===== config.mk =====
export PLATFORM = sky130hd
export DESIGN_NAME = dmem_arbiter_rv32i_flat
export DESIGN_NICKNAME = d
export VERILOG_FILES = /design/src/rtl/dmem_arbiter_rv32i_if.sv /design/src/rtl/dmem_arbiter_rv32i.sv /design/src/flat_wrapper.sv
export SDC_FILE = /design/constraint.sdc
export NUM_CORES = 1
export LEC_CHECK = 0
export ABC_AREA = 1
export BUFFER_PORTS_ARGS = -buffer_cell sky130_fd_sc_hd__buf_2
export CORE_ASPECT_RATIO = 0.7
export CORE_MARGIN = 3
export CORE_UTILIZATION = 30
export CTS_BUF_LIST = sky130_fd_sc_hd__clkbuf_16
export DETAILED_ROUTE_END_ITERATION = 6
export HOLD_SLACK_MARGIN = 0.05
export SYNTH_ARGS = -nofsm -noshare
export SYNTH_HDL_FRONTEND = slang
export SYNTH_SLANG_ARGS = --single-unit

===== constraint.sdc =====
create_clock -name clk -period 3.1 [get_ports clk]
set_clock_uncertainty 0.05 [all_clocks]
set_input_delay 0 -clock clk [delete_from_list [all_inputs] [get_ports clk]]
set_output_delay 0 -clock clk [all_outputs]
set_load 0.01 [all_outputs]

===== src/rtl/dmem_arbiter_rv32i_if.sv =====
// -----------------------------------------------------------------------------
// dmem_arbiter_rv32i_if
// Bundle of every signal between the data-memory arbiter and its neighbours.
//   p0_*  : core load/store unit request/response port
//   p1_*  : debug/loader request/response port
//   mem_* : data-memory side (store enable, size, address, data, read word)
// Modports:
//   slave  : arbiter view (takes requests and memory read data, drives
//            grants, responses and the memory command)
//   master : environment view (requesters plus memory), the mirror image
// -----------------------------------------------------------------------------
interface dmem_arbiter_rv32i_if;
   // port 0 command / response
   logic        p0_req;
   logic        p0_we;
   logic [1:0]  p0_size;
   logic        p0_unsigned;
   logic [31:0] p0_addr;
   logic [31:0] p0_wdata;
   logic        p0_gnt;
   logic        p0_rvalid;
   logic [31:0] p0_rdata;
   logic        p0_err;
   // port 1 command / response
   logic        p1_req;
   logic        p1_we;
   logic [1:0]  p1_size;
   logic        p1_unsigned;
   logic [31:0] p1_addr;
   logic [31:0] p1_wdata;
   logic        p1_gnt;
   logic        p1_rvalid;
   logic [31:0] p1_rdata;
   logic        p1_err;
   // memory side
   logic        mem_store;
   logic [1:0]  mem_storetype;
   logic [31:0] mem_addr;
   logic [31:0] mem_wdata;
   logic [31:0] mem_rdata;

   modport slave (
      input  p0_req, p0_we, p0_size, p0_unsigned, p0_addr, p0_wdata,
      output p0_gnt, p0_rvalid, p0_rdata, p0_err,
      input  p1_req, p1_we, p1_size, p1_unsigned, p1_addr, p1_wdata,
      output p1_gnt, p1_rvalid, p1_rdata, p1_err,
      output mem_store, mem_storetype, mem_addr, mem_wdata,
      input  mem_rdata
   );

   modport master (
      output p0_req, p0_we, p0_size, p0_unsigned, p0_addr, p0_wdata,
      input  p0_gnt, p0_rvalid, p0_rdata, p0_err,
      output p1_req, p1_we, p1_size, p1_unsigned, p1_addr, p1_wdata,
      input  p1_gnt, p1_rvalid, p1_rdata, p1_err,
      input  mem_store, mem_storetype, mem_addr, mem_wdata,
      output mem_rdata
   );
endinterface


===== src/rtl/dmem_arbiter_rv32i.sv =====
// -----------------------------------------------------------------------------
// dmem_arbiter_rv32i
// Two-port round-robin arbiter and fixed 4-cycle access sequencer for the
// RV32I data memory (synchronous 1-cycle read, lane-aligning byte writes).
// Every access runs IDLE -> ISSUE -> WAIT -> RESP; illegal accesses take the
// same path but never write memory and return zero data with err set.
// Ports:
//   clk : rising-edge clock
//   rst : synchronous active-high reset
//   bus : dmem_arbiter_rv32i_if.slave (p0/p1 request ports + memory side)
// Parameter:
//   DEPTH_BYTES : memory size; addresses at or above it are errors
// -----------------------------------------------------------------------------
module dmem_arbiter_rv32i #(
   parameter int DEPTH_BYTES = 1024
) (
   input  logic                       clk,
   input  logic                       rst,
   dmem_arbiter_rv32i_if.slave        bus
);

   typedef enum logic [1:0] {
      IDLE  = 2'd0,
      ISSUE = 2'd1,
      WAIT  = 2'd2,
      RESP  = 2'd3
   } state_t;

   localparam logic [31:0] DEPTH_LIM = 32'(DEPTH_BYTES);

   // Illegal size, misalignment, or out of range.
   function automatic logic access_err(input logic [1:0]  size,
                                       input logic [31:0] addr);
      logic bad;
      bad = (size == 2'b11)
         || ((size == 2'b01) && addr[0])
         || ((size == 2'b10) && (addr[1:0] != 2'b00))
         || (addr >= DEPTH_LIM);
      return bad;
   endfunction

   // Pick the addressed lane(s) out of the memory word and extend to 32 bits.
   function automatic logic [31:0] load_ext(input logic [31:0] word,
                                            input logic [1:0]  size,
                                            input logic [1:0]  lane,
                                            input logic        uns);
      logic        [7:0]  b;
      logic        [15:0] h;
      logic        [31:0] r;
      b = word[{lane, 3'b000} +: 8];
      h = lane[1] ? word[31:16] : word[15:0];
      case (size)
         2'b00:   r = {{24{b[7] & ~uns}}, b};
         2'b01:   r = {{16{h[15] & ~uns}}, h};
         default: r = word;
      endcase
      return r;
   endfunction

   // state and captured command
   state_t      state_q;
   logic        last_q;
   logic        win_q;
   logic        we_q;
   logic        uns_q;
   logic        err_q;
   logic [1:0]  size_q;
   logic [31:0] addr_q;
   logic [31:0] wdata_q;
   // registered responses, one bit per port
   logic [1:0]  gnt_q;
   logic [1:0]  rvalid_q;
   logic [1:0]  rerr_q;
   logic [31:0] rdata0_q;
   logic [31:0] rdata1_q;

   // capture candidates
   logic        any_req_d;
   logic        win_d;
   logic        we_d;
   logic        uns_d;
   logic        err_d;
   logic [1:0]  size_d;
   logic [31:0] addr_d;
   logic [31:0] wdata_d;
   logic [31:0] resp_d;

   always_comb begin
      any_req_d = bus.p0_req | bus.p1_req;
      // On a tie the port that was not served last wins; otherwise the
      // only requester wins (p1 iff p1 alone is requesting).
      win_d = (bus.p0_req & bus.p1_req) ? ~last_q : bus.p1_req;
      if (win_d) begin
         we_d    = bus.p1_we;
         size_d  = bus.p1_size;
         uns_d   = bus.p1_unsigned;
         addr_d  = bus.p1_addr;
         wdata_d = bus.p1_wdata;
      end else begin
         we_d    = bus.p0_we;
         size_d  = bus.p0_size;
         uns_d   = bus.p0_unsigned;
         addr_d  = bus.p0_addr;
         wdata_d = bus.p0_wdata;
      end
      err_d  = access_err(size_d, addr_d);
      // Stores and rejected accesses answer with zero data.
      resp_d = (we_q | err_q) ? 32'd0
                              : load_ext(bus.mem_rdata, size_q, addr_q[1:0], uns_q);
   end

   always_ff @(posedge clk) begin
      if (rst) begin
         state_q  <= IDLE;
         last_q   <= 1'b1;
         win_q    <= 1'b0;
         we_q     <= 1'b0;
         uns_q    <= 1'b0;
         err_q    <= 1'b0;
         size_q   <= 2'b00;
         addr_q   <= 32'd0;
         wdata_q  <= 32'd0;
         gnt_q    <= 2'b00;
         rvalid_q <= 2'b00;
         rerr_q   <= 2'b00;
         rdata0_q <= 32'd0;
         rdata1_q <= 32'd0;
      end else begin
         // Pulse outputs default low; the captured command is left alone so
         // the memory-side outputs keep their last value through IDLE.
         gnt_q    <= 2'b00;
         rvalid_q <= 2'b00;
         rerr_q   <= 2'b00;
         rdata0_q <= 32'd0;
         rdata1_q <= 32'd0;
         case (state_q)
            IDLE: begin
               if (any_req_d) begin
                  state_q <= ISSUE;
                  win_q   <= win_d;
                  we_q    <= we_d;
                  size_q  <= size_d;
                  uns_q   <= uns_d;
                  addr_q  <= addr_d;
                  wdata_q <= wdata_d;
                  err_q   <= err_d;
                  gnt_q   <= win_d ? 2'b10 : 2'b01;
               end
            end
            ISSUE: begin
               state_q <= WAIT;
            end
            WAIT: begin
               // mem_rdata is valid now; latch the extended response.
               state_q  <= RESP;
               rvalid_q <= win_q ? 2'b10 : 2'b01;
               rerr_q   <= win_q ? {err_q, 1'b0} : {1'b0, err_q};
               if (win_q) begin
                  rdata1_q <= resp_d;
               end else begin
                  rdata0_q <= resp_d;
               end
            end
            RESP: begin
               state_q <= IDLE;
               last_q  <= win_q;
            end
            default: begin
               state_q <= IDLE;
            end
         endcase
      end
   end

   // Write strobe is combinational so a reset arriving during ISSUE kills
   // the write in that same cycle.
   assign bus.mem_store     = (state_q == ISSUE) & we_q & ~err_q & ~rst;
   assign bus.mem_storetype = size_q;
   assign bus.mem_addr      = addr_q;
   assign bus.mem_wdata     = wdata_q;

   assign bus.p0_gnt    = gnt_q[0];
   assign bus.p1_gnt    = gnt_q[1];
   assign bus.p0_rvalid = rvalid_q[0];
   assign bus.p1_rvalid = rvalid_q[1];
   assign bus.p0_err    = rerr_q[0];
   assign bus.p1_err    = rerr_q[1];
   assign bus.p0_rdata  = rdata0_q;
   assign bus.p1_rdata  = rdata1_q;

endmodule


===== src/flat_wrapper.sv =====
// flat-port wrapper written by rule: the top's interface ports become plain ports
module dmem_arbiter_rv32i_flat 
#(
   parameter int DEPTH_BYTES = 1024
)
  (clk, rst, bus_p0_req, bus_p0_we, bus_p0_size, bus_p0_unsigned, bus_p0_addr, bus_p0_wdata, bus_p0_gnt, bus_p0_rvalid, bus_p0_rdata, bus_p0_err, bus_p1_req, bus_p1_we, bus_p1_size, bus_p1_unsigned, bus_p1_addr, bus_p1_wdata, bus_p1_gnt, bus_p1_rvalid, bus_p1_rdata, bus_p1_err, bus_mem_store, bus_mem_storetype, bus_mem_addr, bus_mem_wdata, bus_mem_rdata);
  dmem_arbiter_rv32i_if bus_i ();
  input  logic clk;
  input  logic rst;
  input wire logic [$bits(bus_i.p0_req)-1:0] bus_p0_req;
  input wire logic [$bits(bus_i.p0_we)-1:0] bus_p0_we;
  input wire logic [$bits(bus_i.p0_size)-1:0] bus_p0_size;
  input wire logic [$bits(bus_i.p0_unsigned)-1:0] bus_p0_unsigned;
  input wire logic [$bits(bus_i.p0_addr)-1:0] bus_p0_addr;
  input wire logic [$bits(bus_i.p0_wdata)-1:0] bus_p0_wdata;
  output wire logic [$bits(bus_i.p0_gnt)-1:0] bus_p0_gnt;
  output wire logic [$bits(bus_i.p0_rvalid)-1:0] bus_p0_rvalid;
  output wire logic [$bits(bus_i.p0_rdata)-1:0] bus_p0_rdata;
  output wire logic [$bits(bus_i.p0_err)-1:0] bus_p0_err;
  input wire logic [$bits(bus_i.p1_req)-1:0] bus_p1_req;
  input wire logic [$bits(bus_i.p1_we)-1:0] bus_p1_we;
  input wire logic [$bits(bus_i.p1_size)-1:0] bus_p1_size;
  input wire logic [$bits(bus_i.p1_unsigned)-1:0] bus_p1_unsigned;
  input wire logic [$bits(bus_i.p1_addr)-1:0] bus_p1_addr;
  input wire logic [$bits(bus_i.p1_wdata)-1:0] bus_p1_wdata;
  output wire logic [$bits(bus_i.p1_gnt)-1:0] bus_p1_gnt;
  output wire logic [$bits(bus_i.p1_rvalid)-1:0] bus_p1_rvalid;
  output wire logic [$bits(bus_i.p1_rdata)-1:0] bus_p1_rdata;
  output wire logic [$bits(bus_i.p1_err)-1:0] bus_p1_err;
  output wire logic [$bits(bus_i.mem_store)-1:0] bus_mem_store;
  output wire logic [$bits(bus_i.mem_storetype)-1:0] bus_mem_storetype;
  output wire logic [$bits(bus_i.mem_addr)-1:0] bus_mem_addr;
  output wire logic [$bits(bus_i.mem_wdata)-1:0] bus_mem_wdata;
  input wire logic [$bits(bus_i.mem_rdata)-1:0] bus_mem_rdata;
  assign bus_i.p0_req = bus_p0_req;
  assign bus_i.p0_we = bus_p0_we;
  assign bus_i.p0_size = bus_p0_size;
  assign bus_i.p0_unsigned = bus_p0_unsigned;
  assign bus_i.p0_addr = bus_p0_addr;
  assign bus_i.p0_wdata = bus_p0_wdata;
  assign bus_p0_gnt = bus_i.p0_gnt;
  assign bus_p0_rvalid = bus_i.p0_rvalid;
  assign bus_p0_rdata = bus_i.p0_rdata;
  assign bus_p0_err = bus_i.p0_err;
  assign bus_i.p1_req = bus_p1_req;
  assign bus_i.p1_we = bus_p1_we;
  assign bus_i.p1_size = bus_p1_size;
  assign bus_i.p1_unsigned = bus_p1_unsigned;
  assign bus_i.p1_addr = bus_p1_addr;
  assign bus_i.p1_wdata = bus_p1_wdata;
  assign bus_p1_gnt = bus_i.p1_gnt;
  assign bus_p1_rvalid = bus_i.p1_rvalid;
  assign bus_p1_rdata = bus_i.p1_rdata;
  assign bus_p1_err = bus_i.p1_err;
  assign bus_mem_store = bus_i.mem_store;
  assign bus_mem_storetype = bus_i.mem_storetype;
  assign bus_mem_addr = bus_i.mem_addr;
  assign bus_mem_wdata = bus_i.mem_wdata;
  assign bus_i.mem_rdata = bus_mem_rdata;
  dmem_arbiter_rv32i #(.DEPTH_BYTES(DEPTH_BYTES)) u_core (.clk(clk), .rst(rst), .bus(bus_i));
endmodule

==> metrics.yaml <==
pwr:
  leakage_uw: 0.00489
  total_power_uw: 7440
  irDropWorstVdd_mv: 0.387
  combPwrFrac_pct: 39.2
  swShare_pct: 36.6
  power.internal_uw: 4710
  powerDensity_nw_per_um2: 750
  clockPowerShare_pct: 28.1
  switchingPower_uw: 2720
  p_seq_share_pct: 32.8
sta:
  worst_slew_pin_slew_ps: 763
  finalHoldViolCount: 0
  fmax_ghz: 0.370
  worst_slack_ps: 394
  rsz0062_at_grt: "no"
  final.setup.tns_ps: 0
  slew_headroom_pct: 49.0
  period_needed_ps: 2710
  setup_violations: 0
  finalCritPeriodShare_pct: 87.3
  slew_viol_final: 0
critical_path:
  crit_chain: "nand2_2, nand2_2, inv_2, nand2_1, a31oi_1, dlygate4sd3_1"
  crit_path_frequent_cell: "nand2_2"
  crit_buf_inv: 2
  end_kind: "flip-flop"
  slowest_stage: "inv_2"
  crit_family: "buffers and inverters"
  cp.arrival_ps: 3010
  cp_max_fo: 43
  slowest_delay_ps: 650
  start_kind: "flip-flop"
  required_ps: 3410
  crit_type: "reg -> reg"
grt:
  grt_remaining_overflow: 0
  antenna_found_initial: 1
  grt_pass1_vias: 6923
  grt_max_degree: 51
  grt_pass1_wl_um: 35900
  track_usage_pct: 20.9
synth:
  syn_area_um2: 5940
  synth_warnings: 0
  ys_seq_area_share_pct: 48.2
  synthDistinctLibCells: 33
  synth_top_area_share_pct: 48.2
  synth_nets: 951
  synth_area_leader_cell: "dfxtp_1"
  syn_avg_cell_area_um2: 7.67
  yosys_register_bits: 143
  synth.area.top_cells: "dfxtp_1 48%, nand2_1 13%, o21ai_0 6.1%"
  synthCells: 775
routing:
  first_iter_violations: 476
  drt-total-wl_um: 22900
  drc: 0
  met2WireLength_um: 10200
  route.met3.wl_um: 1650
  antenna_left: 0
  drt-wirelength-per-cell_um: 15.2
  avgViaCountPerCell: 4.68
  highest_layer: "met5"
  via_count: 7037
  firstDrtPassIters: 6
  met1_length_um: 10500
floorplanning:
  start_util_pct: 31.0
  io_pins: 309
  die_w_um: 174
  placementRows: 42
  core_um2: 19200
  fp.dieArea_um2: 21600
  die_h_um: 124
finish:
  num_antenna_cells: 0
  syn2layout_area_growth_pct: 66.8
  fill_cells: 1835
  final_cell_mix: "308 x buf_2, 198 x nand2_1, 169 x dlygate4sd3_1"
  utilization_pct: 51.7
  final_common_cell: "buf_2"
  layout-drive-gt1-share_pct: 31.8
  layout.nets: 1403
  finalNonFillerCells: 1503
place:
  dp_hpwl_um: 15700
  pre_cts_ws_ps: 980
  io_buffer_count: 308
  place_congestion: 0.904
  post-place-cells: 1303
cts:
  cts_resized: 0
  hold_buffers: 169
  clock_sinks: 143
  cts_max_level: 4
  postCtsSetupRepairBufs: 0
  cts_tree: "built"
  cts_made_buffers: 17
  cts_buffer_depth: 2
  clk_latency_ps: 420
  cts.clk_slew.worst_paths_ps: 60
  root_buffer: "clkbuf_16"
run:
  max_cap_violations: 0
hold_path:
  hp-class: "in -> reg"
outcome:
  status: "complete, no violations"
-- cells by family (layout without fill, tap and decap cells) --
family	after synthesis	count (layout)	synth area share (%)
and+or+nand+nor	357	357	26.4
adders and majority gates	4	4	0.842
buffers and inverters	92	556	7.06
AOI/OAI and AO/OA	179	179	17.5
DFF	143	143	48.2
-- final timing paths --
| check | endpoint | startpoint | depth (start not counted) | slack (ps) |
|---|---|---|---|---|
| setup / recovery | u_core.bus.mem_wdata[3] | u_core.last_q | 6 | 390 |
| hold / removal | u_core.err_q | bus_p1_addr[25] | 7 | 110 |
| setup reg to reg | u_core.bus.mem_wdata[3] | u_core.last_q | 6 | 390 |
| hold reg to reg | u_core.rvalid_q[0] | u_core.win_q | 1 | 430 |
-- sequential cells by signal (all words and copies together), names as in the netlist --
| register | flops |
|---|---|
| u_core.last_q | 1 |
| u_core.rerr_q | 2 |
| u_core.rvalid_q | 2 |
| u_core.gnt_q | 2 |
| u_core.state_q | 2 |
| u_core.bus.mem_storetype | 2 |
| u_core.bus.p0_rdata | 32 |
| u_core.uns_q | 1 |
| u_core.bus.p1_rdata | 32 |
| u_core.bus.mem_addr | 32 |
| u_core.bus.mem_wdata | 32 |
| u_core.win_q | 1 |
| u_core.err_q | 1 |
| u_core.we_q | 1 |
-- power groups by stage --
stage | registers (uW) | logic, uW | clock network [uW]
finish | 2440 | 2910 | 2090
floorplan | 2600 | 1430 | 0
CTS | 2430 | 2880 | 2130
detailed placement | 2470 | 2410 | 0
global placement | 2470 | 2410 | 0
global route | 2490 | 3220 | 2210
-- stage by stage --
step	hold WS (ps)	instance area [um^2]
CTS	99.9	9910
finish	115	9910
detailed placement	224	7630
global placement	220	7630
floorplan	0.692	5940
global route	150	9910
-- layout make-up --
type	instances	area, um^2	area share, %
inverter	36	138	1.39
clock buffer	17	425	4.29
multi-input combinational	540	2670	26.9
clock inverter	14	165	1.67
tap	264	330	3.33
timing repair buffer	489	3320	33.5
sequential	143	2860	28.9
-- layer usage --
layer | global-route usage, % | vias to the layer above
met5 | 0 | -
met4 | 6.83 | 2
met3 | 6.34 | 44
met2 | 33.3 | 262
met1 | 27.4 | 3241
li1 | - | 3488
-- synthesized netlist by cell type, drive strengths merged --
cell and number:
or2 16, a21boi 7, buf 38, nor2 85, inv 35, dfxtp 143
o221ai 7, clkbuf 18, clkinv 1, nand3b 10, o22ai 1, ha 4
o21ai 78, o211a 1, nor3 3, a21oi 23, nand2 204, a31oi 54
o211ai 8, nand3 39
-- tightest hold or removal path: cells and delay by family --
kind / cells / cell delay [ps]
AND/OR/NAND/NOR: 6 / 460
buffers and inverters: 1 / 80
No activity file was read; power rests on OpenSTA's default activity.
